==> src/rtl/dk_sound_sequencer_pkg.sv <==
// Shared types and constants for the discrete sound sequencer.
package dk_sound_pkg;

  typedef enum logic [1:0] {
    IDLE = 2'd0,
    HOLD = 2'd1,
    ON   = 2'd2
  } voice_state_t;

  localparam int VOICE_WALK  = 0;
  localparam int VOICE_JUMP  = 1;
  localparam int VOICE_STOMP = 2;
  localparam int HOLD_CNT_W  = 16;

endpackage

==> src/rtl/dk_sound_sequencer_if.sv <==
// Sound-latch request bus and sequencer status outputs.
interface dk_sound_sequencer_if #(
  parameter int NUM_VOICES = 3
) ();

  logic                  cpu_wr;
  logic [7:0]            cpu_data;
  logic                  sample_en;
  logic                  slow_en;
  logic [NUM_VOICES-1:0] voice_en;
  logic                  mute;
  logic                  busy;

  modport master (
    output cpu_wr, cpu_data,
    input  sample_en, slow_en, voice_en, mute, busy
  );

  modport slave (
    input  cpu_wr, cpu_data,
    output sample_en, slow_en, voice_en, mute, busy
  );

endinterface

==> src/rtl/dk_sound_voice_timer.sv <==
// One voice enable FSM: stretches short requests to a minimum on-time, advancing on sample ticks.
module dk_sound_voice_timer
  import dk_sound_pkg::*;
#(
  parameter int MIN_HOLD_SAMPLES = 2400
) (
  input  logic clk,
  input  logic reset,
  input  logic tick_i,
  input  logic mute_i,
  input  logic req_i,
  output logic en_o
);

  localparam logic [HOLD_CNT_W-1:0] HOLD_LOAD = HOLD_CNT_W'(MIN_HOLD_SAMPLES - 1);

  voice_state_t            state_q, state_d;
  logic [HOLD_CNT_W-1:0]   cnt_q, cnt_d;
  logic                    prev_q, prev_d;
  logic                    rise;

  assign rise = req_i && !prev_q;

  always_ff @(posedge clk) begin
    if (reset) begin
      state_q <= IDLE;
      cnt_q   <= '0;
      prev_q  <= 1'b0;
    end else begin
      state_q <= state_d;
      cnt_q   <= cnt_d;
      prev_q  <= prev_d;
    end
  end

  // While muted, prev stays 0 so a request held through warm-up fires as a fresh edge.
  always_comb begin
    state_d = state_q;
    cnt_d   = cnt_q;
    prev_d  = prev_q;
    if (tick_i) begin
      if (mute_i) begin
        state_d = IDLE;
        cnt_d   = '0;
        prev_d  = 1'b0;
      end else begin
        prev_d = req_i;
        case (state_q)
          IDLE: begin
            if (rise) begin
              state_d = HOLD;
              cnt_d   = HOLD_LOAD;
            end
          end
          HOLD: begin
            if (rise) begin
              cnt_d = HOLD_LOAD;
            end else if (cnt_q == '0) begin
              state_d = req_i ? ON : IDLE;
            end else begin
              cnt_d = cnt_q - 1'b1;
            end
          end
          ON: begin
            if (!req_i) state_d = IDLE;
          end
          default: state_d = IDLE;
        endcase
      end
    end
  end

  always_comb begin
    en_o = (state_q != IDLE);
  end

endmodule

==> src/rtl/dk_sound_sequencer.sv <==
// Sample-rate enable generation, warm-up mute, sound-latch capture and per-voice timers.
module dk_sound_sequencer
  import dk_sound_pkg::*;
#(
  parameter int CLOCK_RATE       = 1000000,
  parameter int SAMPLE_RATE      = 48000,
  parameter int NUM_VOICES       = 3,
  parameter int MIN_HOLD_SAMPLES = 2400,
  parameter int WARMUP_SAMPLES   = 4800,
  parameter int DIV_SHIFT        = 3
) (
  input  logic               clk,
  input  logic               reset,
  dk_sound_sequencer_if.slave bus
);

  localparam int DW = (DIV_SHIFT > 0) ? DIV_SHIFT : 1;

  logic [31:0]           acc_q, acc_d, acc_sum;
  logic                  sample_en_q, sample_en_d;
  logic [DW-1:0]         div_q;
  logic [NUM_VOICES-1:0] cmd_q;
  logic [15:0]           warm_q;
  logic                  mute_q;
  logic [NUM_VOICES-1:0] voice_en;

  // Fractional rate accumulator: exactly SAMPLE_RATE pulses per CLOCK_RATE clocks.
  always_comb begin
    acc_sum     = acc_q + 32'(SAMPLE_RATE);
    acc_d       = acc_sum;
    sample_en_d = 1'b0;
    if (acc_sum >= 32'(CLOCK_RATE)) begin
      acc_d       = acc_sum - 32'(CLOCK_RATE);
      sample_en_d = 1'b1;
    end
  end

  always_ff @(posedge clk) begin
    if (reset) begin
      acc_q       <= '0;
      sample_en_q <= 1'b0;
      div_q       <= '0;
      cmd_q       <= '0;
      warm_q      <= 16'(WARMUP_SAMPLES);
      mute_q      <= (WARMUP_SAMPLES != 0);
    end else begin
      acc_q       <= acc_d;
      sample_en_q <= sample_en_d;
      if (sample_en_q) div_q <= div_q + DW'(1);
      if (bus.cpu_wr) cmd_q <= bus.cpu_data[NUM_VOICES-1:0];
      if (sample_en_q && mute_q) begin
        warm_q <= warm_q - 16'd1;
        if (warm_q == 16'd1) mute_q <= 1'b0;
      end
    end
  end

  for (genvar i = 0; i < NUM_VOICES; i++) begin : g_voice
    dk_sound_voice_timer #(
      .MIN_HOLD_SAMPLES(MIN_HOLD_SAMPLES)
    ) u_voice (
      .clk   (clk),
      .reset (reset),
      .tick_i(sample_en_q),
      .mute_i(mute_q),
      .req_i (cmd_q[i]),
      .en_o  (voice_en[i])
    );
  end

  assign bus.sample_en = sample_en_q;
  assign bus.slow_en   = sample_en_q && ((DIV_SHIFT == 0) || (div_q == '0));
  assign bus.voice_en  = voice_en;
  assign bus.mute      = mute_q;
  assign bus.busy      = |voice_en;

endmodule
==> src/flat_wrapper.sv <==
// flat-port wrapper written by rule: the top's interface ports become plain ports
module dk_sound_sequencer_flat import dk_sound_pkg::*;
#(
  parameter int CLOCK_RATE       = 1000000,
  parameter int SAMPLE_RATE      = 48000,
  parameter int NUM_VOICES       = 3,
  parameter int MIN_HOLD_SAMPLES = 2400,
  parameter int WARMUP_SAMPLES   = 4800,
  parameter int DIV_SHIFT        = 3
)
  (clk, reset, bus_cpu_wr, bus_cpu_data, bus_sample_en, bus_slow_en, bus_voice_en, bus_mute, bus_busy);
  dk_sound_sequencer_if #(.NUM_VOICES(NUM_VOICES)) bus_i ();
  input  logic clk;
  input  logic reset;
  input wire logic [$bits(bus_i.cpu_wr)-1:0] bus_cpu_wr;
  input wire logic [$bits(bus_i.cpu_data)-1:0] bus_cpu_data;
  output wire logic [$bits(bus_i.sample_en)-1:0] bus_sample_en;
  output wire logic [$bits(bus_i.slow_en)-1:0] bus_slow_en;
  output wire logic [$bits(bus_i.voice_en)-1:0] bus_voice_en;
  output wire logic [$bits(bus_i.mute)-1:0] bus_mute;
  output wire logic [$bits(bus_i.busy)-1:0] bus_busy;
  assign bus_i.cpu_wr = bus_cpu_wr;
  assign bus_i.cpu_data = bus_cpu_data;
  assign bus_sample_en = bus_i.sample_en;
  assign bus_slow_en = bus_i.slow_en;
  assign bus_voice_en = bus_i.voice_en;
  assign bus_mute = bus_i.mute;
  assign bus_busy = bus_i.busy;
  dk_sound_sequencer #(.CLOCK_RATE(CLOCK_RATE), .SAMPLE_RATE(SAMPLE_RATE), .NUM_VOICES(NUM_VOICES), .MIN_HOLD_SAMPLES(MIN_HOLD_SAMPLES), .WARMUP_SAMPLES(WARMUP_SAMPLES), .DIV_SHIFT(DIV_SHIFT)) u_core (.clk(clk), .reset(reset), .bus(bus_i));
endmodule
==> config.mk <==
export PLATFORM = sky130hd
export DESIGN_NAME = dk_sound_sequencer_flat
export DESIGN_NICKNAME = d
export VERILOG_FILES = /design/src/rtl/dk_sound_sequencer_pkg.sv /design/src/rtl/dk_sound_sequencer_if.sv /design/src/rtl/dk_sound_voice_timer.sv /design/src/rtl/dk_sound_sequencer.sv /design/src/flat_wrapper.sv
export SDC_FILE = /design/constraint.sdc
export NUM_CORES = 1
export LEC_CHECK = 0
export CELL_PAD_IN_SITES_DETAIL_PLACEMENT = 1
export CELL_PAD_IN_SITES_GLOBAL_PLACEMENT = 2
export CORE_MARGIN = 4
export CORE_UTILIZATION = 35
export CTS_CLUSTER_SIZE = 10
export DETAILED_ROUTE_END_ITERATION = 10
export GPL_TIMING_DRIVEN = 0
export PLACE_DENSITY_LB_ADDON = 0.1
export SYNTH_ARGS = -nofsm -noshare
export SYNTH_HDL_FRONTEND = slang
export SYNTH_HIERARCHICAL = 1
export SYNTH_SLANG_ARGS = --single-unit
==> constraint.sdc <==
create_clock -name clk -period 3 [get_ports clk]
set_clock_uncertainty 0.05 [all_clocks]
set_input_delay 0.3 -clock clk [delete_from_list [all_inputs] [get_ports clk]]
set_output_delay 0.3 -clock clk [all_outputs]
set_load 0.05 [all_outputs]
After elaboration in Yosys (flattened, before gate mapping)
Cells that the tools add are included.

word-level totals
  bits in registers = 113
  input bits = 11
  logic and storage cells = 115

operators by class
  add/subtract/negate cells = 7
  order comparisons = 1
  equality and inequality tests = 22
  mux-type cells = 41
  reductions and logical operators = 29

operators with widths
  operator                count
  $mux 16                 12
  $pmux 16 s2             3
  $sub 16x1->16 const B   4
  $logic_not 16->1        3
  $mux 2                  18
  $add 32x16->32 const B  1
  $ge 32x20->1 const B    1
  $mux 32                 1
  $sub 32x20->32 const B  1
  $ne 3x2->1 const B      9
  $pmux 2 s3              3
  $eq 16x1->1 const B     1
  $reduce_and 5->1        3
  $ne 4x3->1 const B      3
  $reduce_and 4->1        3
  $ne 3x3->1 const B      3
  $reduce_bool 3->1       3
  $eq 2x1->1 const B      3
  $eq 2x2->1 const B      3
  $logic_not 2->1         3
  $reduce_bool 2->1       3
  $logic_and 1x1->1       5
  $mux 1                  4
  $add 3x1->3 const B     1
  4 further kinds         6

Longest topological paths before layout
Gate-level depths: netlist (run 1).

  depth in word-level cells = 5
  gate-level depth with buffers = 13

By module
The synthesis (run 1) kept the hierarchy.

by module, submodules not included
  module                times used  cells an instance  area each (um^2)  seq. area each (um^2)
  dk_sound_sequencer    1           398                3365.7            1001.0
  dk_sound_voice_timer  3           132                1107.3            380.4

Worst setup path before layout (run 1)
OpenSTA, ideal clock, no wires.

  path kind = reg-to-reg
  start point = register u_core.acc_q[7]
  end point = register u_core.acc_q[29]
  arrival time = 2.775 ns
  slack = 0.104 ns
  cell stages (with the launch flop) = 12
  path buffers = 1
  period minus slack after synthesis = 2.896 ns
  path through = dfxtp_1 -> inv_1 -> ha_1 -> nand2b_1 -> and2_1 -> clkbuf_1 -> o21ai_1 -> xor2_1 -> o311ai_4 -> a221o_1 -> or3_1 -> a21oi_1

on the way
  longest elaborated chain between the ends = 3
  elaborated cells between the ends (all ways) = 4
  those cells by class = 2 x add/sub; 1 x order compare; 1 x mux

ends and longest elaborated chain
  item                                            line                                                source
  start, declared                                 dk_sound_sequencer.sv:19                            logic [31:0] acc_q, acc_d, acc_sum;
  start signal, assigned                          dk_sound_sequencer.sv:40                            acc_q <= '0;
  start signal, assigned                          dk_sound_sequencer.sv:47                            acc_q <= acc_d;
  $add 32x16->32 *                                dk_sound_sequencer.sv:29                            acc_sum = acc_q + 32'(SAMPLE_RATE);
  $sub 32x20->32 or $ge 32x20->1 (tied branches)  dk_sound_sequencer.sv:33, dk_sound_sequencer.sv:32
  $mux 32 *                                       dk_sound_sequencer.sv:32                            if (acc_sum >= 32'(CLOCK_RATE)) begin

Every way passes the cells marked *; elsewhere a longest branch is shown, timed or not.
A chain may end at the register's enable or synchronous reset.

Final worst setup path (run 1)
  start point = register u_core.acc_q[15]
  end point = register u_core.acc_q[14]

on the way
  longest elaborated chain between the ends = 3

ends and longest elaborated chain
  item            line
  $add 32x16->32  dk_sound_sequencer.sv:29
  $ge 32x20->1    dk_sound_sequencer.sv:32
  $mux 32         dk_sound_sequencer.sv:32

Every way passes these cells.

==> results of run 1 <==
## cells by family (layout without fill, tap and decap cells)
family                     Yosys count  count (layout)  share of synthesized area [%]
AOI/OAI and AO/OA                  213             213                          25.16
xor gates and xnor gates            51              51                          6.791
adders and majority gates           12              12                          2.245
buffers and inverters               63             125                          4.752
DFF                                107             107                          32.03
muxes                               10              10                          1.515
and+or+nand+nor                    338             338                          27.50
## path summary, 6_finish.rpt
path,start,end,slack (ns)
max,u_core/acc_q[15],u_core/acc_q[14],-0.01
min,reset,u_core/g_voice[1].u_voice/state_q[0],0.29
max reg2reg,u_core/acc_q[15],u_core/acc_q[14],-0.01
min reg2reg,u_core/g_voice[2].u_voice/cnt_q[1],u_core/g_voice[2].u_voice/cnt_q[1],0.42
## final cells by class
type / count / area, um2
plain buffers: 28 / 209.0
clock buffers: 11 / 242.7
clock inverters: 5 / 43.79
fillers: 2207 / 10800
inverters: 33 / 123.9
multi-input cells: 624 / 4488
flip-flops and latches: 107 / 2151
well taps: 234 / 292.8
repair buffers: 48 / 417.9
## sequential cells by signal, indices dropped and copies added, names as in the netlist
name                            cells
u_core/div_q                        3
u_core/bus.mute                     1
u_core/acc_q                       26
u_core/warm_q                      16
u_core/g_voice.u_voice/cnt_q       48
u_core/cmd_q                        3
u_core/g_voice.u_voice/prev_q       3
u_core/g_voice.u_voice/state_q      6
u_core/bus.sample_en                1
## per-stage QoR
stage / total power, mW / area (um2) / std cells / util (%) / TNS, ns
after detailed placement: 5.932 / 7091 / 1039 / 37.78 / -9.689
final: 7.914 / 7969 / 1090 / 42.46 / -0.01363
after CTS: 7.543 / 7647 / 1070 / 40.75 / -0.02994
after floorplan: 5.071 / 6688 / 794 / - / 0
after global placement: 5.788 / 7091 / 1039 / 37.78 / -7.539
after global routing: 8.531 / 7969 / 1090 / 42.46 / -1.414
## repair_timing
action	4_1_cts	5_1_grt
pin swaps	8	28
setup buffers	16	19
cloned	1	1
setup endpoints to repair	27	24
gates resized for setup	29	41
## metal layers
metal  global-route usage [%]  vias up
met5                        0        -
met4                    3.998        0
met2                    31.23       55
met3                    3.011       14
li1                         -     3051
met1                    22.91     3003
## layout by cell type (no fill, tap or decap), types with 9 or more instances in the layout
cell             synthesis  layout
clkdlybuf4s50_1          0      11
xnor2_1                 31      29
or4_1                   18      17
a21oi_1                 69      67
nand2b_1                13      12
buf_6                    6       9
inv_1                   33      33
nand3_1                 28      26
ha_1                    12      11
nor3_1                  29      29
buf_4                    0      30
o31ai_1                 17      15
nand2_1                 68      68
or2_2                    9       9
mux2i_1                  9       9
clkbuf_16                0      10
o21ai_0                 28      24
xor2_1                  19      18
nor2_1                  81      80
dfxtp_1                107     102
or3_1                   32      30
clkbuf_1                10      10
## power groups by stage
stage	sequential (mW)	clock [mW]	combinational, mW
after floorplan	2.08	0	2.99
after global placement	2.15	0	3.63
after detailed placement	2.18	0	3.75
after CTS	2.17	1.26	4.12
after global routing	2.25	1.31	4.97
final	2.18	1.21	4.52
==> results.cfg, run 1 <==
[synthesis]
synthArstFlopShare_pct = 0
synth_area_leader_cell = dfxtp_1
synth_nets = 817
synthFlopType = dfxtp_1
synth_seq_area_share_pct = 32.03
ys_ff_latch = 107
syn_avg_cell_area_um2 = 8.423
synth-edff-count = 0
yosysMostFrequentCell = dfxtp_1
synth_top_cells_by_area = dfxtp_1 32%, a21oi_1 5.2%, nor2_1 4.5%
synthCells = 794
synth_area_mm2 = 0.006688
synth_top_area_share_pct = 32.03
ys_warn_count = 6
synth_cell_types = 79
netlist_top_cells_count = 107 x dfxtp_1, 81 x nor2_1, 69 x a21oi_1

[global_routing]
gr-total-overflow = 0
grt_pass1_wl_mm = 31.96
grt_max_degree = 20
gr-usage-all-layers_pct = 17.79
antenna_found_initial = 0
grt_pass1_vias = 6352

[sta]
finalCriticalPeriod_ns = 3.014
hold_viol = 0
fmax_mhz = 331.8
layout_setup_ws_ns = -0.01358
rsz0062_at_grt = yes
fin_hold_ws_ns = 0.2878
slew_viol_final = 0
period_share_pct = 100.5
slew_headroom_pct = 46.60
setup_viol = 2
worst_pin_slew_ns = 0.7999

[clock_tree]
numCtsBuffers = 9
cts.sinks = 107
cts_tree = done
path_clk_slew_ns = 0.08
cts_root_buf = clkbuf_16
holdBufCountCts = 0
h-tree-depth = 3
cts_buffer_depth = 2
clkLatencyLatePin_ns = 0.36

[final_layout]
final_layout_size_suffix_gt1_share_pct = 20.56
diodes = 0
nets = 874
areaGrowthSynthToFinish_pct = 19.16

[floorplan]
die_area_mm2 = 0.02138
coreArea_mm2 = 0.01877
die_y_um = 146.2
rows = 50
pin_count = 18
initial_core_util_pct = 35.63
die_x_um = 146.2

[pwr]
seq_power_share_pct = 27.6
power_leakage_nw = 2.934
ir_worst_vdd_mv = 0.4184
combPwrFrac_pct = 57.2
sw_frac_of_total_pct = 45.23
power_density_mw_per_mm2 = 993.1
p_sw_mw = 3.579
clkPwrFrac_pct = 15.3
p_int_mw = 4.335

[outcome]
status = finished with violations
violations = negative setup slack

[worst_setup_path]
cpLargestDelayFamily = simple AND/OR/NAND/NOR gates
crit_path_end_kind = register
crit_top_cell = buf_8
critPathLaunchType = register
crit_buf_inv = 4
path_class = reg -> reg
crit_required_ns = 3.23
crit_fanout = 6
slowest_stage = or4_4
slowest_delay_ns = 0.57
reg2regPathDepth = 12
cp.depth = 12
crit_arrival_ns = 3.24
crit_chain = buf_8 -> or4_4 -> a21oi_4 -> buf_6 -> xor2_4 -> a31o_1 -> and4_4 -> buf_8 -> nand3_4 -> buf_8 -> a21o_1 -> a21oi_1

[drt]
top_layer = met4
drt_wl_total_mm = 19.28
vias = 6123
dr.pass1.iters = 4
initialDrtViolationCount = 150
wl_met3_um = 448
via_per_inst = 5.617
drc = 0
wl_per_cell_um = 17.69
postRouteAntennaNets = 0
drt-met1-wl_mm = 8.989
wl_met2_mm = 9.621

[place]
numPortBuffers = 11
dp_hpwl_mm = 13.36
gp_congestion = 0.8100
dp_slack_ns = -0.5297

[run]
drv_cap = 0

[min_path]
hp-class = in -> reg
hold_depth = 2
No activity file was read; power rests on OpenSTA's default activity.
==> run 2, diff against run 1 <==
==> constraint.sdc (replaced) <==
create_clock -name clk -period 3 [get_ports clk]
set_clock_uncertainty 0.05 [all_clocks]
set_input_delay 0.3 -clock clk [delete_from_list [all_inputs] [get_ports clk]]
set_output_delay 0.3 -clock clk [all_outputs]
set_load 0.005 [all_outputs]
==> results of run 2 <==
Same layout as run 1 (identical final DEF). Status: finished with violations: negative setup slack.
Main changes from that run: total power 7.914 mW -> 7.875 mW
